`config.mk`:
```
export PLATFORM = sky130hd
export DESIGN_NAME = fifo_rd_packer
export DESIGN_NICKNAME = d
export VERILOG_FILES = /design/src/rtl/fifo_rd_packer.sv
export SDC_FILE = /design/constraint.sdc
export NUM_CORES = 1
export LEC_CHECK = 0
export ABC_AREA = 0
export CELL_PAD_IN_SITES_DETAIL_PLACEMENT = 0
export CELL_PAD_IN_SITES_GLOBAL_PLACEMENT = 1
export CORE_MARGIN = 1
export CORE_UTILIZATION = 35
export CTS_BUF_LIST = sky130_fd_sc_hd__clkbuf_4
export CTS_CLUSTER_DIAMETER = 120
export CTS_CLUSTER_SIZE = 28
export DETAILED_ROUTE_END_ITERATION = 8
export MAX_ROUTING_LAYER = met4
export PLACE_DENSITY = 0.76
export SYNTH_ARGS = -nofsm -noshare
export SYNTH_HDL_FRONTEND = slang
export SYNTH_SLANG_ARGS = --single-unit
```
`constraint.sdc`:
```
create_clock -name rclk -period 2.99 [get_ports rclk]
set_clock_uncertainty 0.2 [all_clocks]
set_input_delay 0.4485 -clock rclk [delete_from_list [all_inputs] [get_ports rclk]]
set_output_delay 0.4485 -clock rclk [all_outputs]
set_load 0.03 [all_outputs]
```
`src/rtl/fifo_rd_packer.sv`:
```
// fifo_rd_packer: read-side consumer of the async FIFO (rclk domain).
// Pops DW-bit entries and packs N of them into one N*DW-bit output word.
// A flush request pushes out a partial word with a lane-keep mask.
//
// Handshakes:
//   FIFO side: rdata is valid whenever rempty=0 (first-word-fall-through);
//   the head is consumed at the rclk edge where rinc=1.
//   Output side: the word transfers at the rclk edge where
//   out_valid && out_ready. While out_valid && !out_ready, out_data and
//   out_keep hold. out_valid never drops without a transfer.
module fifo_rd_packer #(
  parameter int DW = 8,
  parameter int N  = 4
) (
  input  logic            rclk,
  input  logic            rrst_n,
  input  logic            rempty,
  input  logic [DW-1:0]   rdata,
  output logic            rinc,
  input  logic            flush,
  output logic            out_valid,
  input  logic            out_ready,
  output logic [N*DW-1:0] out_data,
  output logic [N-1:0]    out_keep,
  output logic            busy
);

  localparam int CW = $clog2(N + 1);
  localparam logic [CW-1:0] CNT_FULL = CW'(N);

  logic [N*DW-1:0] r_acc;
  logic [CW-1:0]   r_cnt;
  logic            r_flush_pend;
  logic            r_out_valid;
  logic [N*DW-1:0] r_out_data;
  logic [N-1:0]    r_out_keep;

  logic            w_load_ok;
  logic            w_full_load;
  logic            w_partial_load;
  logic            w_pop;
  logic [CW-1:0]   w_lane;
  logic [N-1:0]    w_part_keep;
  logic [N*DW-1:0] w_acc_next;
  logic [CW-1:0]   w_cnt_next;
  logic            w_flush_pend_next;

  // The output register can take a new word when empty or being drained now.
  assign w_load_ok      = !r_out_valid || out_ready;
  assign w_full_load    = (r_cnt == CNT_FULL) && w_load_ok;
  assign w_partial_load = (r_cnt != '0) && (r_cnt != CNT_FULL) &&
                          (flush || r_flush_pend) && w_load_ok;

  // Pop only when a lane is free now or is freed by a full load this cycle.
  // A partial load suppresses the pop so the flushed word is exactly what was
  // accumulated. out_ready reaches rinc combinationally to keep 1 entry/clock.
  assign w_pop  = rrst_n && !rempty && !w_partial_load &&
                  ((r_cnt < CNT_FULL) || w_full_load);
  assign w_lane = w_full_load ? '0 : r_cnt;

  // Keep mask for a partial word: the lowest cnt lanes hold data.
  always_comb begin
    w_part_keep = '0;
    for (int k = 0; k < N; k++) begin
      if (k < int'(r_cnt)) w_part_keep[k] = 1'b1;
    end
  end

  // Next accumulator: cleared on any load so unused lanes read as zero, then
  // the popped entry lands in its lane.
  always_comb begin
    w_acc_next = r_acc;
    if (w_full_load || w_partial_load) w_acc_next = '0;
    if (w_pop) begin
      for (int k = 0; k < N; k++) begin
        if (int'(w_lane) == k) w_acc_next[k*DW +: DW] = rdata;
      end
    end
  end

  // Next lane count and flush-pending flag.
  always_comb begin
    w_cnt_next        = r_cnt;
    w_flush_pend_next = r_flush_pend;
    if (w_full_load || w_partial_load) begin
      w_cnt_next        = '0;
      w_flush_pend_next = 1'b0;
    end else if (flush && ((r_cnt != '0) || w_pop)) begin
      // Flush could not be served this cycle; remember it.
      w_flush_pend_next = 1'b1;
    end
    if (w_pop) w_cnt_next = w_cnt_next + CW'(1);
  end

  // Accumulator, lane counter and flush-pending state.
  always_ff @(posedge rclk or negedge rrst_n) begin
    if (!rrst_n) begin
      r_acc        <= '0;
      r_cnt        <= '0;
      r_flush_pend <= 1'b0;
    end else begin
      r_acc        <= w_acc_next;
      r_cnt        <= w_cnt_next;
      r_flush_pend <= w_flush_pend_next;
    end
  end

  // Output register: load full or partial word, else drop valid on accept.
  always_ff @(posedge rclk or negedge rrst_n) begin
    if (!rrst_n) begin
      r_out_valid <= 1'b0;
      r_out_data  <= '0;
      r_out_keep  <= '0;
    end else if (w_full_load) begin
      r_out_valid <= 1'b1;
      r_out_data  <= r_acc;
      r_out_keep  <= '1;
    end else if (w_partial_load) begin
      r_out_valid <= 1'b1;
      r_out_data  <= r_acc;
      r_out_keep  <= w_part_keep;
    end else if (out_ready) begin
      r_out_valid <= 1'b0;
    end
  end

  assign rinc      = w_pop;
  assign out_valid = r_out_valid;
  assign out_data  = r_out_data;
  assign out_keep  = r_out_keep;
  assign busy      = (r_cnt != '0) || r_out_valid || r_flush_pend;

endmodule
```
==> run metrics, run 1 <==
clk slew on worst S/H paths 0.11 ns; Final Max Tran Viols 0; ranking of synthesized cells by area dfrtp_1, nand2_1, a21oi_1; critical-path cell with the highest stage delay dfrtp_1; 1st-pass router iterations 4; proportion of layout cells with a drive suffix above 1 0.0802; final hold viol count 0; worst setup path endpoint rinc; Max Buffers Root-to-Sink 2; GR Util met3 0.0362; pin count of the biggest net entering global routing just over 70; final period utilization 0.924; Detail Placement HPWL 4540 µm; Setup TNS 0 ns; Worst R2R Path Depth 5; GRT met1 Usage 0.227; Synth top cells by count nand2_1, dfrtp_1, nor2_1, a21oi_1, buf_2; Slew @ Worst Pin 0.896 ns; CTS tree yes; first-pass GRT wire length 11200 µm; Ports 52; critical path type reg -> out; Rows 33; sequential-to-total area share from yosys stat 0.610; Hold WC Path Type in -> async; Startpoint Class register; Synthesized Nets approximately 350; yosys warns 0; routed length per instance 13.6 µm; DRC 0; Area Overhead vs Synth 28.0%; clock sink count 73; Synth Area in Simple Gates 0.263; Leak 0.00190 µW; Post-synth EDFFs 0; Crit Path Max Fanout 9; cell taking the most area after synthesis dfrtp_1; max_cap viols 0; Initial Utilization 0.363; Die Area 8940 µm²; via count approximately 2400; PwrDens around 840 nW/µm²; outcome completed; Top Usage Layer GRT met2; slowest stage delay, CP about 0.50 ns; largest family of logic cells by synthesized area simple AND/OR/NAND/NOR gates; Die H ~95 µm; worst reg2reg setup slack 0.78 ns; core area ~8300 µm²; Die Span X between 90 and 100 µm; Port Buffers a little over 50; WL final approximately 6900 µm; critical path's top delay family simple AND/OR/NAND/NOR gates; min cycle time layout 2.76 ns; post-synthesis compound-gate area fraction 0.0902; Stages on worst setup path 4; arrival time of the worst setup path 2.11 ns; final hold slack between 0.2 and 0.25 ns; Reg2Reg Launch Point r_cnt[1]; Post-Synth XOR/XNOR Area 0; grt met2 use 0.261; Overall Power about 3200 µW; post-synthesis mux area share 0; Total GRT Usage 0.173; vias per inst roughly 4.8; initial antenna violation count 0; Worst EP required around 2.3 ns; Async SR Flop Fraction 1.00; Slew Limit Headroom 0.402; post-synth top area share 0.610; Gate Count Post-Synth approximately 340; reg-to-reg endpoint r_acc[17]; vias in the first global route 2324; DRT iter0 DRCs 100; worst path bufs/invs 1; worst skew pair latency 0.40 ns; RSZ-0062 raised after global routing false; final antenna-violating net count 0; H-tree levels 3; Root Buffer clkbuf_4; number of diodes 0; top-count cell post-synth nand2_1; TritonCTS Buffers 9; Setup violations, final 0; Post-Syn Area between 2000 and 3000 µm²; routability cong. between 0.8 and 0.9; post-synthesis adder-cell area fraction 0.00418; maximum resistive drop on vdd roughly 0.45 mV; Final Net Count just over 400; post-synthesis area per instance 8.89 µm²; Remaining Overflow, GRT 0; max frequency approximately 360 MHz; worst path cell trace or2_0, o21ai_0, and3_1, buf_4; register bit total from synthesis 73; Worst setup EP type primary output; Setup crit start r_cnt[1]; Top FF cell, synth dfrtp_1; Distinct cells, synth 28
cells in the final DEF (no fill, tap or decap), types with 2 or more instances in the layout:
cell type	count
nand2_1	145
dfrtp_1	73
clkdlybuf4s50_1	49
nor2_1	32
a21oi_1	29
buf_4	12
nand3_1	9
clkbuf_4	9
o21ai_0	6
nand2b_1	3
o2111ai_1	3
bufinv_16	3
clkinv_1	3
nor2b_1	2
inv_1	2
worst min-delay path by stage:
stage / startpoint / to / slack (ns)
6_report: rrst_n / out_keep[2] / 0.23
5_1_grt: rrst_n / out_keep[2] / 0.20
4_1_cts: rrst_n / out_keep[2] / 0.22
3_5_place_dp: rrst_n / out_keep[2] / 0.08
3_3_place_gp: rrst_n / out_keep[2] / 0.07
2_1_floorplan: rrst_n / out_data[0] / -0.05
kinds of logic after synthesis:
family                   after synthesis
AND/OR/NAND/NOR                      197
flip-flops                            73
AO/OA/AOI/OAI                         46
buffers and inverters                 20
adder cells (fa/ha/maj)                1
power by group:
group          internal (µW)  switching, µW
combinational            439            696
clock                    415            343
sequential              1210            135
cell type report:
class / instances / area [µm²]
sequential: 73 / 1830
tap: 105 / 131
multi-input combinational: 244 / 1080
inverter: 2 / 7.51
clock inverter: 7 / 109
timing repair buffer: 64 / 616
fill: 844 / 4420
clock buffer: 9 / 67.6
worst register-to-register path, cell delays in order (launching register included):
cell and delay, ns:
dfrtp_1 0.53, or2_0 0.45, a211o_2 0.43, buf_4 0.29, nand2_1 0.08, a21oi_1 0.16
timing repair:
| action | 4_1_cts | 5_1_grt |
|---|---|---|
| hold buffers | 1 | 0 |
| endpoints found under the hold margin | 2 | 0 |
| setup buffers | 0 | 0 |
| resized for setup | 0 | 0 |
| setup endpoints to repair | 0 | 0 |
per-stage QoR:
| stage | util | worst slack [ns] | cell area [µm²] | std cells |
|---|---|---|---|---|
| floorplan | - | 0.906 | 3000 | 337 |
| CTS | 0.465 | 0.226 | 3840 | 504 |
| global route | 0.465 | 0.144 | 3840 | 504 |
| detailed placement | 0.442 | 0.527 | 3650 | 487 |
| global placement | 0.442 | 0.606 | 3650 | 487 |
| finish | 0.465 | 0.227 | 3840 | 504 |
routing by layer:
layer,up-vias,share of wire
met1,1151,0.50
met5,-,0
met3,11,0.031
met2,64,0.45
met4,0,0.018
li1,1197,-
flip-flops by register name (all words and copies together), names as in the netlist:
register      flops
out_valid         1
r_flush_pend      1
r_acc            32
out_data         32
out_keep          4
r_cnt             3
(Power assumes the default switching activity.)
==> run 2, diff against run 1 <==
==> constraint.sdc (replaced) <==
create_clock -name rclk -period 3.4 [get_ports rclk]
set_clock_uncertainty 0.2 [all_clocks]
set_input_delay 0.51 -clock rclk [delete_from_list [all_inputs] [get_ports rclk]]
set_output_delay 0.51 -clock rclk [all_outputs]
set_load 0.03 [all_outputs]
==> run 2 against run 1 <==
Global-route usage up 0.45 points; sequential share of layout area rose by 0.82 points; core utilization decreased by 0.79 points; sequential power shrank 13%; register-to-register slack gained 0.31 ns; routed wire length rose by 1.4%; worst hold slack gained 0.047 ns.
==> run metrics, run 2 (synthesis gave the netlist of run 1 again) <==
outcome completed; combinational power share 0.365; Top Usage Layer GRT met2; Ports 52; first-pass GRT wire length ~12000 µm; Root Buffer clkbuf_4; Detail Placement HPWL between 4000 and 5000 µm; worst reg2reg setup slack 1.09 ns; vias per inst ~4.8; Leak between 0.0015 and 0.002 µW; max frequency just over 300 MHz; worst setup path endpoint rinc; Sequential Power Share 0.435; grt met2 use 0.254; fill count between 800 and 900; Place WS roughly 0.37 ns; Hold WC Path Type reg -> reg; number of setup buffers added after CTS 0; GRT met1 Usage 0.249; Rows 33; clock sink count 73; routed length per instance 13.9 µm; maximum resistive drop on vdd between 0.2 and 0.3 mV; arrival time of the worst setup path approximately 2.6 ns; most frequent cells in the layout nand2_1, dfrtp_1, clkdlybuf4s50_1; core area around 8300 µm²; H-tree levels 3; vias in the first global route 2300; NetSw between 1000 and 1500 µW; commonest non-fill, non-tap cell in the layout nand2_1; DRT iter0 DRCs around 100; pin count of the biggest net entering global routing 62; P_int 1660 µW; final antenna-violating net count 0; Max Buffers Root-to-Sink 2; 1st-pass router iterations 4; Remaining Overflow, GRT 0; Total GRT Usage 0.178; via count around 2400; Final Max Tran Viols 0; worst skew pair latency approximately 0.4 ns; clk slew on worst S/H paths 0.12 ns; Reg2Reg Launch Point out_valid; DRC 0; Slew @ Worst Pin 1.20 ns; Overall Power between 2000 and 3000 µW; Reg area between 1500 and 2000 µm²; final hold viol count 0; Hold Path Depth 2; Area Overhead vs Synth 25.8%; number of diodes 0; Setup crit start r_cnt[1]; clock power share 0.200; Worst EP required approximately 2.7 ns; proportion of layout cells with a drive suffix above 1 0.0756; RSZ-0062 raised after global routing false; max_cap viols 0; Worst R2R Path Depth 5; routability cong. between 0.8 and 0.9; post-route setup slack around 0.14 ns; Net Sw Frac 0.388; placed cell area 3620 µm²; min cycle time layout 3.26 ns; CTS tree yes; Initial Utilization 0.363; Final Net Count between 400 and 500; initial antenna violation count 0; Port Buffers between 50 and 60; reg-to-reg endpoint r_acc[13]; Slew Limit Headroom 0.197; Worst setup EP type primary output; critical path type reg -> out; Die Span X 94.5 µm; final period utilization 0.960; WL final between 6000 and 7000 µm; Die Area 8940 µm²; Setup violations, final 0; Startpoint Class register; area of the multi-input gates between 1000 and 1500 µm²; Die H ~95 µm; Crit Path Max Fanout 9; Setup TNS 0 ns; final hold slack between 0.2 and 0.3 ns; design area 3770 µm²; TritonCTS Buffers 9; PwrDens 719 nW/µm²; GR Util met3 0.0306
[run 2: stage by stage]
stage | instances | utilization
3_3_place_gp | 485 | 0.439
4_1_cts | 502 | 0.457
3_5_place_dp | 485 | 0.439
6_report | 502 | 0.457
2_1_floorplan | 337 | -
5_1_grt | 502 | 0.457
[run 2: power groups by stage]
stage	Clock [µW]	Sequential, µW	Combinational (µW)
floorplan	0	1430	357
global placement	0	1200	988
detailed placement	0	1200	995
CTS	556	1180	1000
global route	600	1210	1080
finish	542	1180	988
[run 2: area by class of cell]
type / instances / area share
multi-input cells: 244 / 0.286
well taps: 105 / 0.0348
inverters: 2 / 0.00199
repair buffers: 62 / 0.157
flip-flops and latches: 73 / 0.484
clock inverters: 7 / 0.0182
clock buffers: 9 / 0.0179
[run 2: worst min-delay path by stage]
stage	from	endpoint	slack, ns
detailed placement	out_keep[0]	out_keep[0]	0.25
CTS	r_acc[18]	out_data[18]	0.28
floorplan	rrst_n	out_data[0]	0.01
global route	out_keep[0]	out_keep[0]	0.30
global placement	out_keep[0]	out_keep[0]	0.25
finish	r_acc[18]	out_data[18]	0.28
[run 2: critical path, stage by stage, from the launching register on]
cell	delay [ns]
dfrtp_1	0.49
or2_0	0.41
o21ai_0	0.34
and3_1	0.23
clkdlybuf4s50_1	0.67
[run 2: metal layers]
metal  up-vias  share of wire
met3         4          0.050
li1       1191              -
met2        60           0.46
met4         0         0.0089
met1      1144           0.48
met5         -              0
[run 2: repair_timing]
action	CTS	global route
endpoints found under the hold margin	12	0
hold buffers	1	0
gates resized for setup	0	0
setup endpoints to repair	0	0
